--- src/rtl/serial2d_mac_seq.sv ---
// Bit-serial 2D multiply-accumulate with an internal diagonal (Loom-order) sequencer.
// Optional feature: define SERIAL2D_SAT_EN for a saturating final add (default wraps).
module serial2d_mac_seq #(
    parameter int  A_MAX     = 8,
    parameter int  W_MAX     = 8,
    parameter int  HEADROOM  = 4,
    localparam int ACC_WIDTH = A_MAX + W_MAX + HEADROOM,
    localparam int PW        = $clog2(((A_MAX > W_MAX) ? A_MAX : W_MAX) + 1)
) (
    input  logic                        clk_fast,
    input  logic                        rst,
    input  logic [PW-1:0]               a_prec,
    input  logic [PW-1:0]               w_prec,
    input  logic                        in_valid,
    output logic                        in_ready,
    input  logic [A_MAX-1:0]            a,
    input  logic [W_MAX-1:0]            w,
    input  logic                        acc_clr,
    output logic                        out_valid,
    output logic                        busy,
    output logic signed [ACC_WIDTH-1:0] z
);

    // Counter width holds any diagonal index up to A_MAX+W_MAX-2.
    localparam int CW   = PW + 1;
    localparam int PWID = A_MAX + W_MAX + 1;

    localparam logic [PW-1:0]        A_MAX_P = PW'(A_MAX);
    localparam logic [PW-1:0]        W_MAX_P = PW'(W_MAX);
    localparam logic [PW-1:0]        TWO_P   = PW'(32'd2);
    localparam logic [PW-1:0]        ZERO_P  = {PW{1'b0}};
    localparam logic [CW-1:0]        A_MAX_C = CW'(A_MAX);
    localparam logic [CW-1:0]        W_MAX_C = CW'(W_MAX);
    localparam logic [CW-1:0]        ZERO_C  = {CW{1'b0}};
    localparam logic [CW-1:0]        ONE_C   = CW'(32'd1);
    localparam logic [CW-1:0]        TWO_C   = CW'(32'd2);
    localparam logic signed [PWID-1:0] P_ZERO = {PWID{1'b0}};
    localparam logic signed [ACC_WIDTH-1:0] Z_ZERO = {ACC_WIDTH{1'b0}};

    typedef enum logic [0:0] {
        IDLE = 1'b0,
        RUN  = 1'b1
    } state_t;

    state_t                        state_r, state_s;
    logic [A_MAX-1:0]              a_r;
    logic [W_MAX-1:0]              w_r;
    logic [PW-1:0]                 m_r, n_r;
    logic [CW-1:0]                 k_r, j_r;
    logic signed [PWID-1:0]        p_r;
    logic signed [ACC_WIDTH-1:0]   z_r;
    logic                          out_valid_r;

    logic                          hs_s;
    logic [PW-1:0]                 m_in_s, n_in_s;
    logic [CW-1:0]                 m_ext_s, n_ext_s, n_last_s, i_s, j_max_s, k_nxt_s, j_start_s, shamt_s;
    logic                          last_s, bit_s;
    logic [A_MAX-1:0]              a_sel_s;
    logic [W_MAX-1:0]              w_sel_s;
    logic signed [PWID-1:0]        weight_s, term_s, p_nxt_s;
    logic signed [ACC_WIDTH-1:0]   prod_ext_s, shifted_s, base_s, z_add_s;
`ifdef SERIAL2D_SAT_EN
    logic signed [ACC_WIDTH:0]     sum_s;
`endif

    assign in_ready  = (state_r == IDLE) && !rst;
    assign busy      = (state_r == RUN);
    assign out_valid = out_valid_r;
    assign z         = z_r;
    assign hs_s      = in_valid && (state_r == IDLE);

    // Effective precisions: out-of-range requests fall back to the maximum.
    always_comb begin
        m_in_s = a_prec;
        n_in_s = w_prec;
        if ((a_prec == ZERO_P) || (a_prec > A_MAX_P)) begin
            m_in_s = A_MAX_P;
        end else begin
            m_in_s = a_prec;
        end
        if ((w_prec < TWO_P) || (w_prec > W_MAX_P)) begin
            n_in_s = W_MAX_P;
        end else begin
            n_in_s = w_prec;
        end
    end

    // Diagonal walk, partial-product update and final accumulate.
    always_comb begin
        m_ext_s   = {1'b0, m_r};
        n_ext_s   = {1'b0, n_r};
        n_last_s  = n_ext_s - ONE_C;
        i_s       = k_r - j_r;
        j_max_s   = (k_r < n_last_s) ? k_r : n_last_s;
        k_nxt_s   = k_r + ONE_C;
        // j restarts at max(0, k+1-m+1)
        j_start_s = (k_nxt_s >= m_ext_s) ? (k_nxt_s - m_ext_s + ONE_C) : ZERO_C;
        last_s    = (state_r == RUN) && (k_r == (m_ext_s + n_ext_s - TWO_C)) && (j_r == n_last_s);
        a_sel_s   = A_MAX'(1'b1) << i_s;
        w_sel_s   = W_MAX'(1'b1) << j_r;
        bit_s     = (|(a_r & a_sel_s)) && (|(w_r & w_sel_s));
        weight_s  = PWID'(1'b1) << (i_s + j_r);
        term_s    = bit_s ? weight_s : P_ZERO;
        // the weight's top bit carries negative significance
        if (j_r == n_last_s) begin
            p_nxt_s = p_r - term_s;
        end else begin
            p_nxt_s = p_r + term_s;
        end
        shamt_s    = (A_MAX_C - m_ext_s) + (W_MAX_C - n_ext_s);
        prod_ext_s = ACC_WIDTH'(p_nxt_s);
        shifted_s  = prod_ext_s <<< shamt_s;
        base_s     = acc_clr ? Z_ZERO : z_r;
`ifdef SERIAL2D_SAT_EN
        sum_s = {base_s[ACC_WIDTH-1], base_s} + {shifted_s[ACC_WIDTH-1], shifted_s};
        if (sum_s[ACC_WIDTH] != sum_s[ACC_WIDTH-1]) begin
            z_add_s = sum_s[ACC_WIDTH] ? {1'b1, {(ACC_WIDTH-1){1'b0}}} : {1'b0, {(ACC_WIDTH-1){1'b1}}};
        end else begin
            z_add_s = sum_s[ACC_WIDTH-1:0];
        end
`else
        z_add_s = base_s + shifted_s;
`endif
    end

    // Next-state logic.
    always_comb begin
        state_s = state_r;
        case (state_r)
            IDLE: begin
                if (hs_s) begin
                    state_s = RUN;
                end else begin
                    state_s = IDLE;
                end
            end
            RUN: begin
                if (last_s) begin
                    state_s = IDLE;
                end else begin
                    state_s = RUN;
                end
            end
            default: state_s = IDLE;
        endcase
    end

    // State register.
    always_ff @(posedge clk_fast) begin
        if (rst) begin
            state_r <= IDLE;
        end else begin
            state_r <= state_s;
        end
    end

    // Operand capture, sequencer counters, partial product and accumulator.
    always_ff @(posedge clk_fast) begin
        if (rst) begin
            a_r         <= {A_MAX{1'b0}};
            w_r         <= {W_MAX{1'b0}};
            m_r         <= ZERO_P;
            n_r         <= ZERO_P;
            k_r         <= ZERO_C;
            j_r         <= ZERO_C;
            p_r         <= P_ZERO;
            z_r         <= Z_ZERO;
            out_valid_r <= 1'b0;
        end else begin
            out_valid_r <= last_s;
            if (hs_s) begin
                a_r <= a;
                w_r <= w;
                m_r <= m_in_s;
                n_r <= n_in_s;
                p_r <= P_ZERO;
                k_r <= ZERO_C;
                j_r <= ZERO_C;
            end else if (state_r == RUN) begin
                p_r <= p_nxt_s;
                if (j_r == j_max_s) begin
                    k_r <= k_nxt_s;
                    j_r <= j_start_s;
                end else begin
                    j_r <= j_r + ONE_C;
                end
            end
            if (last_s) begin
                z_r <= z_add_s;
            end else if (acc_clr) begin
                z_r <= Z_ZERO;
            end
        end
    end

endmodule

--- config.mk ---
export PLATFORM = sky130hd
export DESIGN_NAME = serial2d_mac_seq
export DESIGN_NICKNAME = d
export VERILOG_FILES = /design/src/rtl/serial2d_mac_seq.sv
export SDC_FILE = /design/constraint.sdc
export NUM_CORES = 1
export LEC_CHECK = 0
export ABC_AREA = 1
export CORE_ASPECT_RATIO = 0.75
export CORE_MARGIN = 4
export CORE_UTILIZATION = 43
export DETAILED_ROUTE_END_ITERATION = 16
export GPL_ROUTABILITY_DRIVEN = 0
export MAX_ROUTING_LAYER = met4
export PLACE_DENSITY = 0.75
export REMOVE_ABC_BUFFERS = 1
export SLEW_MARGIN = 5
export SYNTH_ARGS = -nofsm -noshare
export SYNTH_HDL_FRONTEND = slang
export SYNTH_SLANG_ARGS = --single-unit
export TNS_END_PERCENT = 10
--- constraint.sdc ---
create_clock -name clk_fast -period 6.8 [get_ports clk_fast]
set_clock_uncertainty 0.15 [all_clocks]
set_input_delay 1.36 -clock clk_fast [delete_from_list [all_inputs] [get_ports clk_fast]]
set_output_delay 1.36 -clock clk_fast [all_outputs]
set_load 0.05 [all_outputs]
==> results list <==
- X dimension of the die: 158 µm
* CTS Root Buffer Type: clkbuf_16
- Dividing the final minimum period by the clock period gives 1.06.
- The slowest stage of the critical path belongs to the cell fa_2.
* Worst skew pair latency: 0.36 ns
- Dividing the detail-routed wire length by the instance count gives 14.9 µm.
- Achievable clock frequency: 0.139 GHz
* Top fanout value on the critical path: 4
- Dividing total power by cell area gives a power density of 293 nW/µm².
* Clock-pin slew reported for the worst setup and hold paths after clock tree synthesis: 0.07 ns
- Post-placement cell count: 1566
- Entering global routing, the biggest net connects 39 pins.
- The net count of the finished layout is 1493.
- The pre-antenna-repair detailed-routing pass consisted of 6 iterations.
- Instance count of the mapped netlist: 1153
- Layout area overhead: 43.8%
* Proportion of register bits with asynchronous set or reset after synthesis: 0
- Number of vias per cell: 5.40
* Total Power: 3070 µW
- Data arrival, critical path: 7.28 ns
- Worst Hold Margin: 0.338 ns
- Detailed placement ended at an HPWL of 16300 µm.
* Number of warnings printed during yosys synthesis: 0
- OpenSTA, run right after detailed placement, puts the worst setup slack at -0.775 ns.
- Once placement finished, the instance area stood at 9310 µm².
* Setup violation total in the final timing report: 6
- Failing checks: setup timing
* TritonCTS clock tree: built
* Final critical delay including setup and external delays: 7.18 ns
* CP Launch Type: register
* Grt met3 use: 0.0483
* Worst setup EP type: register
* Die boundary height: 121 µm
- Share of synthesized area occupied by flip-flops and latches: 0.201
- The die covers 19100 µm².
- Final Hold Fails: 0
- For this design the static power due to leakage is 0.00505 µW.
* Vias in the first global route: 7986
- Class of the most critical hold timing path: register to register
* Top-Level Pins: 51
- In the final layout, the share of cells above drive strength 1 is 0.286.
- After routing the design area is 10500 µm².
- The final number of max-transition violations is 0.
* Total routed wirelength: 23900 µm
- In the routed design, unresolved DRC markers number 0.
- For this configuration, the core starts out at a cell density of 0.446.
- For the pin with the worst max-slew slack, the measured transition is 1.02 ns.
* Final Worst Setup Slack: -0.375 ns
- Max-capacitance violation count: 0
- Area of the core: 16300 µm²
* Path type of the worst setup path: register to register
- For this block, the via count after detailed routing is 8636.
- IR drop worst, VDD: 0.000161 V
* Post-Syn Area: 7280 µm²
* Sinks on the clock net: 73
* First-pass GRT wire length: 36700 µm
- Status: finished with violations
- Average cell area after synthesis: 6.32 µm²
* Highest-utilization routing layer at the global route stage: met2
* Delay of the slowest critical-path stage: 0.35 ns
- The detailed router finished its first iteration with 867 violations.
- After synthesis, the netlist uses 50 different library cells.
- GR met1 Demand/Resource: 0.324
- Total gr overflow: 0
- Top cell by count, worst path: nand2_1
- 0 antenna diodes ended up in the layout.
- Number of cells in the finished layout apart from fillers: 1600
* Worst R2R Setup Slack: -0.38 ns
* Overall Global Routing Usage: 0.238
- Number of buffers created by CTS: 9
- The number of antenna violations at the first check in global routing was 0.
* Number of flops mapped to enable cells by yosys: 0
* Most used flip-flop cell after synthesis: dfxtp_1
- Filler cell count in the final layout: 1291
* Final ANT Viol Nets: 0
* Max-slew headroom at the worst pin: 0.320
* RSZ-0062 raised after global routing: yes
- Std-Cell Rows: 40
* Post-synthesis register bit count: 73
- In this run the tool buffered the top-level ports with 50 buffer cells.
- Bufs on Longest Clock Path: 2
- The clock tree synthesis step divided the H-tree into 3 levels.
- In the global route stage, met2 resource usage came out at 0.363.
- Data on the critical path is required at its endpoint by 6.90 ns.
-- area by class of cell --
type / instances / area, µm² / share of cell area
clock buffer: 10 / 239 / 0.0228
tap: 210 / 263 / 0.0251
clock inverter: 6 / 73.8 / 0.00705
multi-input combinational: 885 / 5760 / 0.550
timing repair buffer: 256 / 2070 / 0.198
inverter: 160 / 608 / 0.0581
sequential: 73 / 1460 / 0.140
-- synthesized netlist by cell type (3+ instances only) --
cell      number  area, µm²
a211oi_1       5       37.5
a21oi_1       91        455
a31oi_1        8       50.1
clkbuf_1      28        105
dfxtp_1       73       1460
fa_1           7        140
ha_1          73        913
inv_1        151        567
inv_2          5       18.8
mux2i_1        3       30.0
nand2_1      231        867
nand2_2        8       50.1
nand3_1       55        275
nand3_2        3       30.0
nand4_1       18        113
nor2_1       142        533
nor3_1        13       65.1
o211ai_1      22        165
o21a_1         3       22.5
o21ai_0      107        536
o21ai_1        5       25.0
o22ai_1        6       37.5
o31ai_1        4       30.0
or2_1          3       18.8
or2_2          8       50.1
xnor2_1       17        149
xor2_1        30        263
-- cell families (layout without fill, tap and decap cells) --
| family | count (synthesis) | after routing | share of synthesized area |
|---|---|---|---|
| adders and majority gates | 80 | 80 | 0.145 |
| and+or+nand+nor | 489 | 489 | 0.284 |
| DFF | 73 | 73 | 0.201 |
| buffers and inverters | 195 | 432 | 0.104 |
| xor gates and xnor gates | 47 | 47 | 0.0565 |
| muxes | 3 | 3 | 0.00412 |
| AOI/OAI and AO/OA | 266 | 266 | 0.206 |
-- layout by cell type (no fill, tap or decap), types with 3 or more instances in the layout --
master,n
or2_2,6
o211ai_1,22
a31oi_1,6
or2_1,3
nor2_2,7
nand3_2,14
nand4_1,18
clkdlybuf4s50_1,50
o21ai_1,9
a21oi_4,6
inv_1,137
o21ai_0,80
nand3_1,44
nor2_1,134
ha_4,11
inv_2,18
buf_4,202
nand2_4,9
dfxtp_1,71
o21a_1,3
a21oi_1,70
nor2_4,3
nor3_1,11
inv_6,3
clkbuf_16,9
a211oi_2,4
fa_1,5
xor2_1,26
mux2i_1,3
xnor2_1,15
nand2_2,33
buf_6,3
ha_1,61
nand2_1,199
o31ai_1,3
a21oi_2,16
inv_4,3
o22ai_1,6
o21ai_2,25
-- path summary, 6_finish.rpt --
path | startpoint | end | cells past startpoint
worst min-delay path | w_r[6]$_SDFFE_PP0P_ | w_r[6]$_SDFFE_PP0P_ | 2
worst max-delay path | k_r[0]$_SDFFE_PP0P_ | z[19]$_SDFF_PP0_ | 57
worst min register to register | w_r[6]$_SDFFE_PP0P_ | w_r[6]$_SDFFE_PP0P_ | 2
worst max register to register | k_r[0]$_SDFFE_PP0P_ | z[19]$_SDFF_PP0_ | 57
-- where the power goes --
group | total [µW] | switching, µW | internal, µW | leakage (µW)
sequential | 480 | 23.1 | 457 | 0.000597
combinational | 2060 | 1170 | 895 | 0.00430
clock | 526 | 226 | 300 | 0.000154
total | 3070 | 1420 | 1650 | 0.00505
-- sequential cells by signal, summed over array words and instances (netlist names) --
| name | cells |
|---|---|
| a_r | 8 |
| k_r | 5 |
| w_r | 8 |
| n_r | 4 |
| out_valid | 1 |
| busy | 1 |
| m_r | 4 |
| j_r | 5 |
| z | 20 |
| p_r | 17 |
-- metrics by stage --
stage          utilization  setup TNS [ns]
2_1_floorplan            -           -1.54
3_3_place_gp         0.571           -2.10
3_5_place_dp         0.571           -4.39
4_1_cts              0.606          -0.850
5_1_grt              0.642           -4.87
6_report             0.642           -1.60
-- critical path, delay by kind of cell (launching register included) --
family,cells,cell delay (ns)
buffers and inverters,10,0.64
xor gates and xnor gates,2,0.29
DFF,1,0.33
and+or+nand+nor,33,3.14
AOI/OAI and AO/OA,6,0.92
adders and majority gates,6,1.54
-- layer usage --
metal  part of all wire  up-vias
li1                   -     4290
met1               0.45     3957
met2               0.46      348
met3              0.075       41
met4              0.015        0
met5                  0        -
-- timing repair --
item	4_1_cts	5_1_grt
hold buffers	0	0
buffers inserted	8	10
gates cloned	0	0
endpoints found under the setup margin	12	14
pin swaps	42	92
gates resized for setup	60	134
No activity file was read; power rests on OpenSTA's default activity.
==> patch (same settings) <==
Reset style: asynchronous (`rst`), changed in 2 clocked blocks.
--- a/src/rtl/serial2d_mac_seq.sv
+++ b/src/rtl/serial2d_mac_seq.sv
@@ -147,5 +147,5 @@
 
     // State register.
-    always_ff @(posedge clk_fast) begin
+    always_ff @(posedge clk_fast or posedge rst) begin
         if (rst) begin
             state_r <= IDLE;
@@ -156,5 +156,5 @@
 
     // Operand capture, sequencer counters, partial product and accumulator.
-    always_ff @(posedge clk_fast) begin
+    always_ff @(posedge clk_fast or posedge rst) begin
         if (rst) begin
             a_r         <= {A_MAX{1'b0}};
Check against the original RTL: differs if rst is asserted again (counterexample within 4 cycles, from zero or initial values and one cycle with rst high); with rst held inactive, the same outputs for 10 cycles.
==> patch against the original RTL <==
  * Sequential cell count did not move
  * Routed wire length is 16% higher
  * Sequential share of layout area increased by 2.4 points
  * Critical path depth shrank 6
  * Critical path type unchanged
  * The run still ends with negative setup slack left
  * Worst setup slack worse by 0.29 ns
  * Synthesized area is 4.2% higher
  * Design area is 6.6% higher
Power is not shown: default switching activity piles up to over one toggle a cycle in this logic, so the estimate is an artifact.
==> patch: results (changes against the original RTL) <==
final_layout:
  num-fill-cells: 1310  # +1.5%
  nNetsFinal: 1519  # +1.7%
  largest_reg_flops: 20  # unchanged
  multiInputGateArea_mm2: 0.00589  # +2.3%
  finalNonFillerCells: 1652  # +3.3%
  layout-drive-gt1-share_pct: 29.7  # +1.1 points
  antenna_cells: 0  # unchanged
grt:
  grt_max_degree: 74  # +90%
  grtUsageTotal_pct: 24.8  # +0.91 points
  grt_pass1_vias: 8191  # +2.6%
  grt_pass1_wl_mm: 39.4  # +7.3%
  antenna_found_initial: 0  # unchanged
sta:
  fin_ws_ns: -0.664  # -0.289 ns
  finalSetupTns_ns: -3.57  # -1.96 ns
  slew_headroom_pct: 28.9  # -3.1 points
  setup-violations-final: 10  # +4
  hold_viol: 0  # unchanged
yosys:
  synth_area_leaders: "dfrtp_1 24%, nand2_1 15%, ha_1 12%, inv_1 7.7%, o21ai_0 6.9%"
  synth_cell_types: 51  # +2.0%
  synthArstFlopShare_pct: 100  # +100 points
  synthAdderAreaFrac_pct: 13.9  # -0.59 points
  ys_warn_count: 0  # unchanged
  yosysSeqAreaShare_pct: 24.1  # +4.0 points
  synth_compound_area_share_pct: 16.6  # -4.0 points
  synth_mux_area_share_pct: 0.396  # -0.017 points
  synth_top_family_by_area: "simple AND/OR/NAND/NOR gates"
  synth_xor_area_share_pct: 6.31  # +0.66 points
  ys_top_cells_by_count: "298 x nand2_1, 155 x inv_1, 104 x o21ai_0"
  syn-instance-count: 1157  # +0.35%
drt:
  dr.pass1.iters: 6  # unchanged
  drt_iter0_drc: 1139  # +31%
  wl_per_cell_um: 16.7  # +12%
  vias: 9215  # +6.7%
setup_path:
  cp_max_fo: 4  # unchanged
  cp_slowest_stage_delay_ns: 0.39  # +0.04 ns
  cp.arrival_ns: 7.55  # +0.27 ns
  cp_slowest_cell: "fa_2"
  path_delay_family: "compound AO/OA/AOI/OAI gates"
outcome:
  violations: "negative setup slack"
  status: "complete, but fails checks"
clock_tree:
  clockBufferDepth: 2  # unchanged
  htree_num_levels: 3  # unchanged
  numCtsBuffers: 9  # unchanged
  cts-root-buf: "clkbuf_16"
  insertion_delay_ns: 0.37
place:
  dp_hpwl_mm: 17.0  # +3.9%
  place_inst: 1582  # +1.0%
  post_dp_cell_area_mm2: 0.00954  # +2.5%
  portBuffers: 50  # unchanged
  dp_slack_ns: -0.721  # +0.0545 ns
min_path:
  hp-class: "reg2reg"
[patch: changes by cell type in the layout (fill, tap and decap cells not counted), sizes merged, moves of 7 or more]
| cell | unedited run | this run |
|---|---|---|
| o21ai | 114 | 107 |
| dfxtp | 73 | 0 |
| nand4 | 18 | 4 |
| a21oi | 92 | 73 |
| o211ai | 23 | 4 |
| xor2 | 30 | 38 |
| nand3 | 58 | 80 |
| nor2 | 144 | 102 |
| dfrtp | 0 | 73 |
| nand2 | 241 | 308 |
| buf | 206 | 226 |
[patch: layout make-up]
class | count | share of cell area (%)
Clock buffer | 10 | 2.05
Inverter | 164 | 5.58
Timing Repair Buffer | 276 | 20.1
Sequential cell | 73 | 16.4
Multi-Input combinational cell | 887 | 52.7
Tap cell | 236 | 2.64
Clock inverter | 6 | 0.594
[patch: worst paths after layout]
kind | startpoint | to | slack, ns | cells after the start
setup / recovery | k_r[0] | z[18] | -0.66 | 51
hold / removal | w_r[6] | w_r[6] | 0.33 | 2
setup reg to reg | k_r[0] | z[18] | -0.66 | 51
hold reg to reg | w_r[6] | w_r[6] | 0.33 | 2
max in group asynchronous | rst | z[14] | 4.33 | 3
min in group asynchronous | rst | z[17] | 1.52 | 3
[patch: logic make-up after synthesis]
family,count (synthesis)
mux,3
flops,73
simple gates,522
compound gates,229
xor+xnor,53
buf+inv,197
fa+ha+maj,80
[patch: routing by layer]
metal,track usage [%],routed length [um],up-vias
li1,-,-,4290
met1,33.6,11600,4262
met2,39.3,12500,546
met3,4.40,2460,117
met4,5.27,980,0
met5,-,0,-
[patch: timing repair]
item | CTS | global route
endpoints found under the setup margin | 10 | 13
pin swaps | 38 | 78
endpoints found under the hold margin | 0 | 0
setup buffers | 34 | 21
resized for setup | 87 | 140
gates cloned | 0 | 0
